## config.mk

```make
export PLATFORM = sky130hd
export DESIGN_NAME = cpu_run_ctrl
export DESIGN_NICKNAME = d
export VERILOG_FILES = /design/src/rtl/cpu_run_ctrl_pkg.sv /design/src/rtl/cpu_run_ctrl_syn_stat_counter.sv /design/src/rtl/cpu_run_ctrl.sv
export SDC_FILE = /design/constraint.sdc
export NUM_CORES = 1
export LEC_CHECK = 0
export BUFFER_PORTS_ARGS = -buffer_cell sky130_fd_sc_hd__clkbuf_2
export CORE_ASPECT_RATIO = 0.9
export CORE_MARGIN = 1
export CORE_UTILIZATION = 50
export CTS_BUF_LIST = sky130_fd_sc_hd__clkbuf_8
export CTS_CLUSTER_DIAMETER = 50
export DETAILED_ROUTE_END_ITERATION = 8
export GPL_TIMING_DRIVEN = 0
export PLACE_DENSITY = 0.84
export SYNTH_ARGS = -nofsm -noshare
export SYNTH_HDL_FRONTEND = slang
export SYNTH_SLANG_ARGS = --single-unit
```

## constraint.sdc

```tcl
create_clock -name clk -period 3.35 [get_ports clk]
set_input_delay 0 -clock clk [delete_from_list [all_inputs] [get_ports clk]]
set_output_delay 0 -clock clk [all_outputs]
set_load 0.01 [all_outputs]
```

## src/rtl/cpu_run_ctrl_pkg.sv

```systemverilog
// Shared definitions for the CPU execution controller.
//   RC_STATE_BIT : width of the controller state output
//   rc_state_e   : controller states (IDLE=0, RUN=1, STEP=2, HALTED=3)
package cpu_run_ctrl_pkg;

  localparam int unsigned RC_STATE_BIT = 2;

  typedef enum logic [RC_STATE_BIT-1:0] {
    RC_STATE_IDLE   = 2'd0,
    RC_STATE_RUN    = 2'd1,
    RC_STATE_STEP   = 2'd2,
    RC_STATE_HALTED = 2'd3
  } rc_state_e;

endpackage

```

## src/rtl/cpu_run_ctrl_syn_stat_counter.sv

```systemverilog
// Wrapping statistics counter with synchronous reset and clear.
//   clk : clock
//   rst : synchronous active-high reset (highest priority)
//   clr : synchronous clear (overrides inc)
//   inc : increment by one this cycle
//   cnt : current count, wraps modulo 2^W
module syn_stat_counter #(
  parameter int unsigned W = 32
) (
  input  logic         clk,
  input  logic         rst,
  input  logic         clr,
  input  logic         inc,
  output logic [W-1:0] cnt
);

  logic [W-1:0] cnt_q;

  always_ff @(posedge clk) begin
    if (rst) begin
      cnt_q <= '0;
    end else if (clr) begin
      cnt_q <= '0;
    end else if (inc) begin
      cnt_q <= cnt_q + W'(1);
    end
  end

  assign cnt = cnt_q;

endmodule

```

## src/rtl/cpu_run_ctrl.sv

```systemverilog
// Execution controller in front of the single-cycle CPU.
// Produces the CPU enable for free-run (full or divided rate) and
// single-step, stops on CPU halt, and counts retired instructions.
//   clk, rst   : clock, synchronous active-high reset
//   run_req    : level, free-run request
//   step_req   : level, each rising edge requests one instruction
//   speed_sel  : 0 = full rate, 1 = one enable per 2^SLOW_SHIFT RUN cycles
//   clr_stats  : synchronous clear of the statistics counters
//   halt, is_jump, is_branch, branched : CPU status for this cycle
//   cpu_en     : CPU enable, one instruction retires per high cycle
//   state      : controller state (see rc_state_e)
//   inst_cnt, jump_cnt, branch_cnt, taken_cnt : retirement statistics
module cpu_run_ctrl
  import cpu_run_ctrl_pkg::*;
#(
  parameter int unsigned CNT_WIDTH  = 32,
  parameter int unsigned SLOW_SHIFT = 20
) (
  input  logic                    clk,
  input  logic                    rst,
  input  logic                    run_req,
  input  logic                    step_req,
  input  logic                    speed_sel,
  input  logic                    clr_stats,
  input  logic                    halt,
  input  logic                    is_jump,
  input  logic                    is_branch,
  input  logic                    branched,
  output logic                    cpu_en,
  output logic [RC_STATE_BIT-1:0] state,
  output logic [CNT_WIDTH-1:0]    inst_cnt,
  output logic [CNT_WIDTH-1:0]    jump_cnt,
  output logic [CNT_WIDTH-1:0]    branch_cnt,
  output logic [CNT_WIDTH-1:0]    taken_cnt
);

  rc_state_e             state_q, state_d;
  logic [SLOW_SHIFT-1:0] div_cnt_q, div_cnt_d;
  logic                  step_q;
  logic                  step_edge;
  logic                  tick;

  assign step_edge = step_req & ~step_q;
  assign tick      = ~speed_sel | (&div_cnt_q);

  // cpu_en stays combinational so halt blocks retirement in the same cycle.
  assign cpu_en = ~halt & (((state_q == RC_STATE_RUN) & tick) |
                           (state_q == RC_STATE_STEP));

  always_comb begin
    state_d   = state_q;
    div_cnt_d = div_cnt_q;
    if (halt) begin
      state_d = RC_STATE_HALTED;
    end else begin
      unique case (state_q)
        RC_STATE_IDLE: begin
          if (run_req) begin
            state_d   = RC_STATE_RUN;
            div_cnt_d = '0;
          end else if (step_edge) begin
            state_d = RC_STATE_STEP;
          end
        end
        RC_STATE_RUN: begin
          if (!run_req) state_d = RC_STATE_IDLE;
        end
        RC_STATE_STEP:   state_d = RC_STATE_IDLE;
        RC_STATE_HALTED: state_d = RC_STATE_IDLE;
        default:         state_d = RC_STATE_IDLE;
      endcase
    end
    // Divider advances in every RUN cycle, including the one that leaves RUN.
    if (state_q == RC_STATE_RUN) div_cnt_d = div_cnt_q + SLOW_SHIFT'(1);
  end

  always_ff @(posedge clk) begin
    if (rst) begin
      state_q   <= RC_STATE_IDLE;
      div_cnt_q <= '0;
      step_q    <= 1'b0;
    end else begin
      state_q   <= state_d;
      div_cnt_q <= div_cnt_d;
      step_q    <= step_req;
    end
  end

  assign state = state_q;

  syn_stat_counter #(.W(CNT_WIDTH)) u_inst_cnt (
    .clk (clk), .rst (rst), .clr (clr_stats),
    .inc (cpu_en), .cnt (inst_cnt)
  );

  syn_stat_counter #(.W(CNT_WIDTH)) u_jump_cnt (
    .clk (clk), .rst (rst), .clr (clr_stats),
    .inc (cpu_en & is_jump), .cnt (jump_cnt)
  );

  syn_stat_counter #(.W(CNT_WIDTH)) u_branch_cnt (
    .clk (clk), .rst (rst), .clr (clr_stats),
    .inc (cpu_en & is_branch), .cnt (branch_cnt)
  );

  syn_stat_counter #(.W(CNT_WIDTH)) u_taken_cnt (
    .clk (clk), .rst (rst), .clr (clr_stats),
    .inc (cpu_en & is_branch & branched), .cnt (taken_cnt)
  );

endmodule

```

# Word level (Yosys, flattened, before mapping)
# Cells that the tools add are included.
dict set report totals {
  reg_bits 151
  inputBits 10
  output_inout_bits 131
  wordCells 46
}
dict set report op_classes {
  add_sub_neg 5
  eq_ne 6
  n_mux 9
  bitwise 11
  n_reduce_logical 8
}
# cell count
set ops {}
lappend ops {{$add 32x1->32 const B} 4}
lappend ops {{$mux 20} 4}
lappend ops {{$add 20x1->20 const B} 1}
lappend ops {{$reduce_and 20->1} 1}
lappend ops {{$mux 2} 4}
lappend ops {{$and 1x1->1} 6}
lappend ops {{$pmux 2 s3} 1}
lappend ops {{$eq 2x2->1 const B} 2}
lappend ops {{$ne 4x4->1 const B} 1}
lappend ops {{$reduce_bool 2->1} 2}
lappend ops {{$reduce_or 2->1} 2}
lappend ops {{$ne 3x3->1 const B} 1}
lappend ops {{$not 1->1} 3}
lappend ops {{$reduce_and 3->1} 1}
lappend ops {{$eq 2x1->1 const B} 1}
lappend ops {{$logic_not 2->1} 1}
lappend ops {{$ne 2x1->1 const B} 1}
lappend ops {{$or 1x1->1} 2}
lappend ops {{$reduce_and 2->1} 1}

# Longest topological paths before layout
# Gate-level depths: netlist of run 1.
dict set report logic_depth {
  word_depth 7
  ltp_mapped 8
  ltp_nobuf 7
}

# Modules after synthesis
# From an unflattened synthesis of run 1, not the netlist that was laid out.
dict set report unflattened {
  hier_cells 837
  hier_area_um2 7523.5
}
# mod n_inst cells_each area_per_inst_um2 seq_area_each_um2
set modules_own_cells {}
lappend modules_own_cells {syn_stat_counter 4 173 1560.2 640.6}
lappend modules_own_cells {cpu_run_ctrl 1 145 1282.5 460.4}

# Worst setup path before layout of run 1
# No wires, ideal clock.
dict set report synth_timing {
  path_type {flip-flop to flip-flop}
  from {reg div_cnt_q[0]}
  to {reg u_branch_cnt.cnt_q[18] (netlist: u_branch_cnt.cnt[18])}
  setup_time_ns 0.132
  arrival_time_ns 2.200
  t_required_ns 3.218
  path_slack_ns 1.018
  path_stages_with_launch 9
  path_buffers 2
  synth_period_minus_slack_ns 2.332
  cell_sequence {dfxtp_1 > ha_1 > nand3_1 > nor4_4 > a31oi_1 > clkbuf_1 > clkbuf_1 > o41ai_1 > a21oi_1}
}
dict set report synth_between {
  elab_chain_len 6
}
# item line
set synth_rtl {}
lappend synth_rtl {{from (decl)} cpu_run_ctrl.sv:38} ;# logic [SLOW_SHIFT-1:0] div_cnt_q, div_cnt_d;
lappend synth_rtl {{from (signal assigned)} cpu_run_ctrl.sv:84} ;# div_cnt_q <= div_cnt_d;
lappend synth_rtl {{$reduce_and 20->1} cpu_run_ctrl.sv:44} ;# assign tick = ~speed_sel | (&div_cnt_q);
lappend synth_rtl {{$or 1x1->1} cpu_run_ctrl.sv:44}
lappend synth_rtl {{$and 1x1->1} cpu_run_ctrl.sv:47} ;# assign cpu_en = ~halt & (((state_q == RC_STATE_RUN) & tick) |
lappend synth_rtl {{$or 1x1->1} cpu_run_ctrl.sv:47}
lappend synth_rtl {{$and 1x1->1} cpu_run_ctrl.sv:47}
lappend synth_rtl {{$and 1x1->1} cpu_run_ctrl.sv:103} ;# .inc (cpu_en & is_branch), .cnt (branch_cnt)
lappend synth_rtl {{to (signal assigned)} cpu_run_ctrl_syn_stat_counter.sv:25} ;# cnt_q <= cnt_q + W'(1);
lappend synth_rtl {{to (decl)} cpu_run_ctrl_syn_stat_counter.sv:17} ;# logic [W-1:0] cnt_q;
# No other way between the ends.
# A chain may end at the register's enable or synchronous reset.

# Final worst setup path of run 1
# Same ends and word-level chain as after synthesis.

==> results of run 1 <==
[worst min-delay path by stage]
stage	startpoint	end	cells past startpoint
detailed placement	step_req	step_q	2
global route	is_jump	u_jump_cnt.cnt[30]	5
finish	is_jump	u_jump_cnt.cnt[18]	5
global placement	step_req	step_q	2
floorplan	halt	state[0]	2
CTS	is_jump	u_jump_cnt.cnt[18]	5
[placed cells by master (no fill, tap or decap), types with 4 or more instances in the layout]
cell / count
clkbuf_1: 56
dlygate4sd3_1: 8
or4_1: 77
o311ai_0: 5
a31oi_1: 6
or2_2: 6
or3_1: 45
buf_1: 6
inv_1: 16
and3_1: 16
and4_1: 9
a311oi_1: 5
nor2_1: 46
clkbuf_2: 140
o211ai_1: 7
clkinvlp_4: 4
o21ai_0: 41
nand4b_1: 5
a21oi_1: 125
dfxtp_1: 151
mux2i_1: 6
nand4_1: 42
o41ai_1: 10
o21a_1: 5
nor3_1: 12
nand2_1: 80
or4b_1: 8
nand3_1: 46
o31ai_1: 65
clkbuf_8: 17
nor4_1: 9
ha_1: 5
and2_1: 7
nand2b_1: 4
[critical path, cell delays in order, from the launching register on]
cell      delay [ns]
dfxtp_1         0.45
ha_1            0.23
nand3_1         0.30
nor4_4          0.44
a31oi_1         0.31
clkbuf_1        0.30
clkbuf_1        0.35
o41ai_1         0.44
a21oi_1         0.10
[logic make-up after synthesis]
| family | share of synthesized area, % |
|---|---|
| AND/OR/NAND/NOR | 31.8 |
| XOR/XNOR | 0.347 |
| multiplexers | 0.793 |
| flip-flops | 39.9 |
| adder cells (fa/ha/maj) | 0.825 |
| buffers and inverters | 3.93 |
| AO/OA/AOI/OAI | 22.5 |
[through the flow]
stage                     hold WS (ns)  total power, mW  util (%)  area [sq um]  setup WS [ns]
final                            0.198             3.47      61.1          9020          0.288
after global routing             0.194             3.57      61.1          9020          0.128
after CTS                        0.157             3.47      61.1          9020          0.365
after detailed placement         0.245             2.01      57.7          8530          0.378
after global placement           0.248             2.01      57.7          8530          0.417
after floorplan                  0.117             1.95         -          7580           1.02
[state kept, by name (all words and copies together) (netlist names)]
| register | flops |
|---|---|
| state | 2 |
| div_cnt_q | 20 |
| u_taken_cnt.cnt | 32 |
| u_branch_cnt.cnt | 32 |
| u_inst_cnt.cnt | 32 |
| step_q | 1 |
| u_jump_cnt.cnt | 32 |
[timing repair]
item,4_1_cts,5_1_grt
hold endpoints to repair,11,0
hold buffers,8,0
setup buffers,0,0
[power by group]
group / total, mW / internal [mW] / switching (mW) / leakage, nW
clock: 1.48 / 0.738 / 0.744 / 0.198
sequential: 1.81 / 1.80 / 0.00756 / 1.22
combinational: 0.179 / 0.0409 / 0.139 / 1.46
[area by class of cell]
class                   count  area, sq um
inverters                  16         60.1
repair buffers            148          781
flip-flops and latches    151         3020
multi-input cells         711         4260
plain buffers              63          238
well taps                 198          248
clock buffers              17          234
clock inverters            15          179
fillers                  1308         5750
[routing by layer]
metal	up-vias	global-route usage, %
li1	3996	-
met3	55	5.36
met4	0	12.3
met2	417	44.8
met5	-	0
met1	3951	40.9
==> flow_summary.ini, run 1 <==
[synth]
yosysTopAreaCellShare_pct = 39.9
syn_nets = 956
ys_warn_count = 0
async_flop_share_pct = 0
synth_flop_cell = dfxtp_1
synth_area_sq_um = 7580
yosysTopAreaCell = dfxtp_1
ys_seq_area_share_pct = 39.9
synth.avg_cell_area_sq_um = 8.05
yosysMostFrequentCell = dfxtp_1
synth_edf_count = 0
ys_top_cells_by_area = dfxtp_1 40%, a21oi_1 8.3%, or4_1 7.6%, o31ai_1 6.4%, nand2_1 4.0%
synth_common_cells = 151 x dfxtp_1, 125 x a21oi_1, 80 x nand2_1, 77 x or4_1, 65 x o31ai_1
netlist-cell-type-count = 44
synth_seq_cells = 151
netlist_instances = 941

[setup_path]
endpoint = u_branch_cnt.cnt[18]
crit_type = register to register
r2r_start = div_cnt_q[0]
worstPathRequired_ns = 3.70
timing.rr.end = u_branch_cnt.cnt[18]
crit_path_start_kind = register
cp-startpoint = div_cnt_q[0]
end_kind = register
worst-r2r-cell-count = 8
regToRegSetupSlack_ns = 0.29
cp.arrival_ns = 3.41
cp_max_fo = 10

[detailed_routing]
drtPass1Iterations = 8
dr_wl_met3_microns = 1980
ant_nets = 0
via_count = 8419
routed.top_layer = met4
drc_errors = 0
drtIter0Drc = 745
wl_met2_microns = 10300
wl_met1_microns = 10200
finalWirelength_microns = 23100
vias_per_cell = 6.38
routedWlPerCell_microns = 17.5

[timing]
tightest_slew_ns = 1.01
setup_viol = 0
fin_crit_sh_pct = 91.4
hold_viol = 0
slew_viol_final = 0
fin_crit_ns = 3.06
fin_setup_tns_ns = 0
clock-skew-final_ns = 0.0147
max_freq_mhz = 327
grt_setup_unrepaired = false
slew_headroom_pct = 32.2

[status]
outcome = complete, no violations

[cells_and_area]
drive_gt1_share_pct = 16.2
diodes = 0
final_cell_count_no_fill = 1319
area_growth_pct = 19.0
nets = 1123

[grt]
grt_pass1_vias = 7308
grt_pass1_wl_microns = 37200
grt_usage_pct = 29.4
grt_max_degree = 17
antenna_found_initial = 0
gr-total-overflow = 0

[flow_run]
drv_cap = 0

[cts]
clock_path_buffers = 2
cts_tree = yes
cts_sinks = 151
cts_buffers = 17
clock-root-buffer = clkbuf_8
cts_resized = 0
cts_max_level = 4
clock_latency_ns = 0.48
clkTransAtPathRegs_ns = 0.09

[die]
core_sq_um = 14800
row_count = 42
dieWidth_microns = 132
initial_core_util_pct = 51.3
die_area_sq_um = 15700
die_h_microns = 119
io_pins = 141

[placed_design]
gp_congestion = 0.864
portBuffers = 140
place_inst = 1279
dpl.hpwl_microns = 16300

[power_and_ir_drop]
p_per_area_nw_per_um2 = 384
ir_drop_v = 0.000282
leakage_nw = 2.87

[hold_path]
hold_path.class = input pin to register
(Power assumes the default switching activity.)
==> inputs of run 2 (changes only) <==
CORE_UTILIZATION = 58   (was 50)
PLACE_DENSITY = 0.94   (was 0.84)
==> run 2 against run 1 <==
Sequential power hardly changed. First-iteration DRC count grew 65%. Flip-flop and latch count is the same. Cell count shrank 2.6%. Combinational power grew 2%. Non-clock buffer count stayed put. Fmax down 0.50%. Clock-buffer cell count rose by 5. Power decreased by 3.1%. Clock power is 7% lower. Register-to-register slack got worse by 0.02 ns. Utilization increased by 9.1 points. Critical path type unchanged. Highest routed layer unchanged.
==> flow_summary.ini, run 2 (synthesized netlist as in run 1, its figures left out) <==
[status]
outcome = complete, no violations

[grt]
antenna_found_initial = 0
grt_max_degree = 17
use_met3_pct = 8.37
grt_pass1_wl_microns = 37300
grt.met2_usage_pct = 51.7
grt_use_met1_pct = 45.1
grt_usage_pct = 34.3
top_usage_layer = met2
gr-total-overflow = 0
grt_pass1_vias = 7854

[detailed_routing]
routedWlPerCell_microns = 18.3
finalWirelength_microns = 23500
drtIter0Drc = 1229
ant_nets = 0
vias_per_cell = 6.79
via_count = 8730
drc_errors = 0
drtPass1Iterations = 8

[setup_path]
worst-r2r-cell-count = 8
end_kind = register
cp.arrival_ns = 3.41
r2r_start = div_cnt_q[0]
crit_path_start_kind = register
timing.rr.end = u_branch_cnt.cnt[18]
worstPathRequired_ns = 3.68
regToRegSetupSlack_ns = 0.27
crit_type = register to register
cp_max_fo = 10

[placed_design]
dpl.hpwl_microns = 16300
gp_congestion = 0.922
portBuffers = 140
place_area_sq_um = 8480

[die]
initial_core_util_pct = 59.5
core_sq_um = 12700
die_area_sq_um = 13500
die_h_microns = 110
row_count = 39
io_pins = 141
dieWidth_microns = 122

[cts]
cts_tree = yes
cts_resized = 0
cts_buffers = 17
cts_max_level = 4
clock_latency_ns = 0.46
clock_path_buffers = 2
cts_sinks = 151
clock-root-buffer = clkbuf_8
clkTransAtPathRegs_ns = 0.08

[cells_and_area]
area_growth_pct = 18.0
design_area_sq_um = 8940
drive_gt1_share_pct = 16.1
final_common_cell = dfxtp_1
mostFrequentLayoutCells = 151 x dfxtp_1, 140 x clkbuf_2, 125 x a21oi_1
diodes = 0
nets = 1123
fin_util_pct = 70.2

[power_and_ir_drop]
p_per_area_nw_per_um2 = 375
ir_drop_v = 0.000278
leakage_nw = 2.88

[hold_path]
worstHoldPathCells = 5
min_delay_worst_endpoint = u_jump_cnt.cnt[10]
hp-start = is_jump
hold_path.class = input pin to register

[flow_run]
drv_cap = 0

[timing]
slew_headroom_pct = 26.4
setup_viol = 0
fin_crit_ns = 3.08
worst_hold_slack_ns = 0.214
tightest_slew_ns = 1.10
clock-skew-final_ns = 0.0123
fin_crit_sh_pct = 91.9
max_freq_mhz = 325
grt_setup_unrepaired = false
slew_viol_final = 0
fin_setup_tns_ns = 0
hold_viol = 0
## run 2: report_power, final
group          internal, mW  total [mW]  switching [mW]  leakage, nW
logic                0.0409       0.183           0.142         1.46
clock network         0.674        1.37           0.696        0.203
registers              1.80        1.80         0.00709         1.22
## run 2: critical path, stage by stage (launching register included)
cell      delay, ns
dfxtp_1        0.45
ha_1           0.24
nand3_1        0.31
nor4_4         0.47
a31oi_1        0.29
clkbuf_1       0.30
clkbuf_1       0.34
o41ai_1        0.42
a21oi_1        0.13
## run 2: how the worst max path moves through the flow
stage | startpoint | end | slack [ns] | depth (start not counted)
3_5_place_dp | div_cnt_q[0] | u_branch_cnt.cnt[18] | 0.35 | 8
4_1_cts | div_cnt_q[0] | u_branch_cnt.cnt[18] | 0.32 | 8
6_report | div_cnt_q[0] | u_branch_cnt.cnt[18] | 0.27 | 8
2_1_floorplan | div_cnt_q[0] | u_branch_cnt.cnt[18] | 1.02 | 8
5_1_grt | div_cnt_q[0] | u_branch_cnt.cnt[18] | 0.07 | 8
3_3_place_gp | div_cnt_q[0] | u_branch_cnt.cnt[18] | 0.42 | 8
## run 2: timing repair
action | CTS | global route
setup endpoints to repair | 0 | 0
hold buffers | 8 | 0
endpoints found under the hold margin | 11 | 0
setup buffers | 0 | 0
## run 2: through the flow
stage               total power [mW]  cells  worst slack, ns
floorplan                       1.95    941             1.02
global placement                2.01   1245            0.418
detailed placement              2.01   1245            0.349
CTS                             3.33   1285            0.322
global route                    3.45   1285           0.0706
finish                          3.36   1285            0.273
## run 2: metal layers
metal  vias to the layer above  share of wire (%)
met5                         -                  0
met4                         0                4.0
met3                       107                 10
met2                       559                 45
met1                      4077                 41
li1                       3987                  -
## run 2: area by class of cell
cell class                 count  area, sq um
sequential                   151         3020
timing repair buffer         148          781
multi-input combinational    711         4260
clock buffer                  22          303
inverter                      16         60.1
buffer                        63          238
clock inverter                10         77.6
fill                         999         3790
tap                          164          205
==> inputs of run 3 (changes only) <==
CORE_UTILIZATION = 62   (was 58)
PLACE_DENSITY = 0.95   (was 0.94)
clock period = 3.8 ns   (was 3.35 ns; I/O delays follow)
==> run 3 against run 2 <==
Final area up 0.74%. Register-to-register slack better by 0.38 ns. Non-clock buffer count unchanged. Critical path type unchanged.
==> flow_summary.ini, run 3 (synthesized netlist as in run 1, its figures left out) <==
[placed_design]
place_area_sq_um = 8470
dpl.hpwl_microns = 15900
gp_congestion = 0.898
portBuffers = 140
place_inst = 1237
place_ws_ns = 0.785

[timing]
tightest_slew_ns = 1.08
slew_headroom_pct = 27.4
fin_crit_ns = 3.15
hold_viol = 0
grt_setup_unrepaired = false
worst_hold_slack_ns = 0.214
fin_crit_sh_pct = 82.9
fin_ws_ns = 0.649
setup_viol = 0
fin_setup_tns_ns = 0
max_freq_mhz = 317
slew_viol_final = 0
clock-skew-final_ns = 0.0123

[detailed_routing]
routedWlPerCell_microns = 18.1
finalWirelength_microns = 23100
vias_per_cell = 6.84
drtIter0Drc = 1078
ant_nets = 0
via_count = 8730
drtPass1Iterations = 6
drc_errors = 0

[hold_path]
worstHoldPathCells = 5
hp-start = is_jump
hold_path.class = input pin to register

[cells_and_area]
nFillCells = 848
mostFrequentLayoutCells = 151 x dfxtp_1, 140 x clkbuf_2, 125 x a21oi_1
nets = 1123
design_area_sq_um = 9010
diodes = 0
fin_util_pct = 77.2
final_common_cell = dfxtp_1
drive_gt1_share_pct = 16.0
area_growth_pct = 18.9
final_cell_count_no_fill = 1277

[power_and_ir_drop]
ir_drop_v = 0.000251
p_per_area_nw_per_um2 = 353
swShare_pct = 23.2
p_int_mw = 2.44
leakage_nw = 2.92
switchingPower_mw = 0.737
power_frac_clock_pct = 44.9
seq_power_share_pct = 50.1
total_power_mw = 3.18
p_comb_share_pct = 5.1

[setup_path]
crit_path_start_kind = register
end_kind = register
crit_type = register to register
cp_max_fo = 10
cp-startpoint = div_cnt_q[0]
worst-r2r-cell-count = 8
cp.arrival_ns = 3.50
worstPathRequired_ns = 4.14
r2r_start = div_cnt_q[0]

[status]
outcome = complete, no violations

[cts]
cts_tree = yes
clock-root-buffer = clkbuf_8
clkTransAtPathRegs_ns = 0.08
clock_latency_ns = 0.47
clock_path_buffers = 2
cts_buffers = 17
cts_max_level = 4
cts_sinks = 151
post-cts-setup-buffers = 0
cts_resized = 0

[die]
core_sq_um = 11700
row_count = 37
initial_core_util_pct = 65.0
die_h_microns = 107
io_pins = 141
dieWidth_microns = 119
die_area_sq_um = 12700

[flow_run]
drv_cap = 0

[grt]
gr-total-overflow = 0
grt_pass1_vias = 7685
grt_max_degree = 17
antenna_found_initial = 0
grt_usage_pct = 36.2
grt_pass1_wl_microns = 37000
run 3: cell types whose count changed in the layout (fill, tap and decap cells not counted):
| cell | change |
|---|---|
| bufinv_16 | +4 |
| clkbuf_8 | -2 |
| clkinvlp_4 | -2 |
| clkinv_2 | -1 |
| inv_1 | +1 |
run 3: worst paths after layout:
check | end | slack, ns
min | u_jump_cnt.cnt[18] | 0.21
min reg2reg | div_cnt_q[19] | 0.49
max reg2reg | u_branch_cnt.cnt[18] | 0.65
max | u_branch_cnt.cnt[18] | 0.65
run 3: final cells by class:
cell class | instances | area (sq um) | share of cell area, %
inverter | 16 | 60.1 | 0.666
clock inverter | 12 | 181 | 2.01
tap | 156 | 195 | 2.17
buffer | 63 | 238 | 2.64
clock buffer | 20 | 275 | 3.05
timing repair buffer | 148 | 781 | 8.66
sequential | 151 | 3020 | 33.5
multi-input combinational | 711 | 4260 | 47.3
run 3: critical path: stages (launching register included):
cell	delay, ns
dfxtp_1	0.48
ha_1	0.24
nand3_1	0.29
nor4_4	0.46
a31oi_1	0.30
clkbuf_1	0.30
clkbuf_1	0.39
o41ai_1	0.46
a21oi_1	0.10
run 3: power by group through the flow:
stage	logic, mW	registers [mW]	clock network (mW)
6_report	0.161	1.59	1.43
3_5_place_dp	0.147	1.63	0
4_1_cts	0.156	1.59	1.42
5_1_grt	0.172	1.59	1.49
2_1_floorplan	0.0867	1.63	0
3_3_place_gp	0.144	1.63	0
run 3: what timing repair did:
action	CTS	global route
hold buffers	8	0
hold endpoints to repair	11	0
setup endpoints to repair	0	0
run 3: metal layers:
| metal | vias to the layer above | global-route usage, % | wire, microns |
|---|---|---|---|
| met3 | 87 | 8.67 | 2420 |
| met1 | 4079 | 47.4 | 9590 |
| met5 | - | 0 | 0 |
| met2 | 558 | 55.6 | 10300 |
| li1 | 4006 | - | - |
| met4 | 0 | 18.7 | 812 |
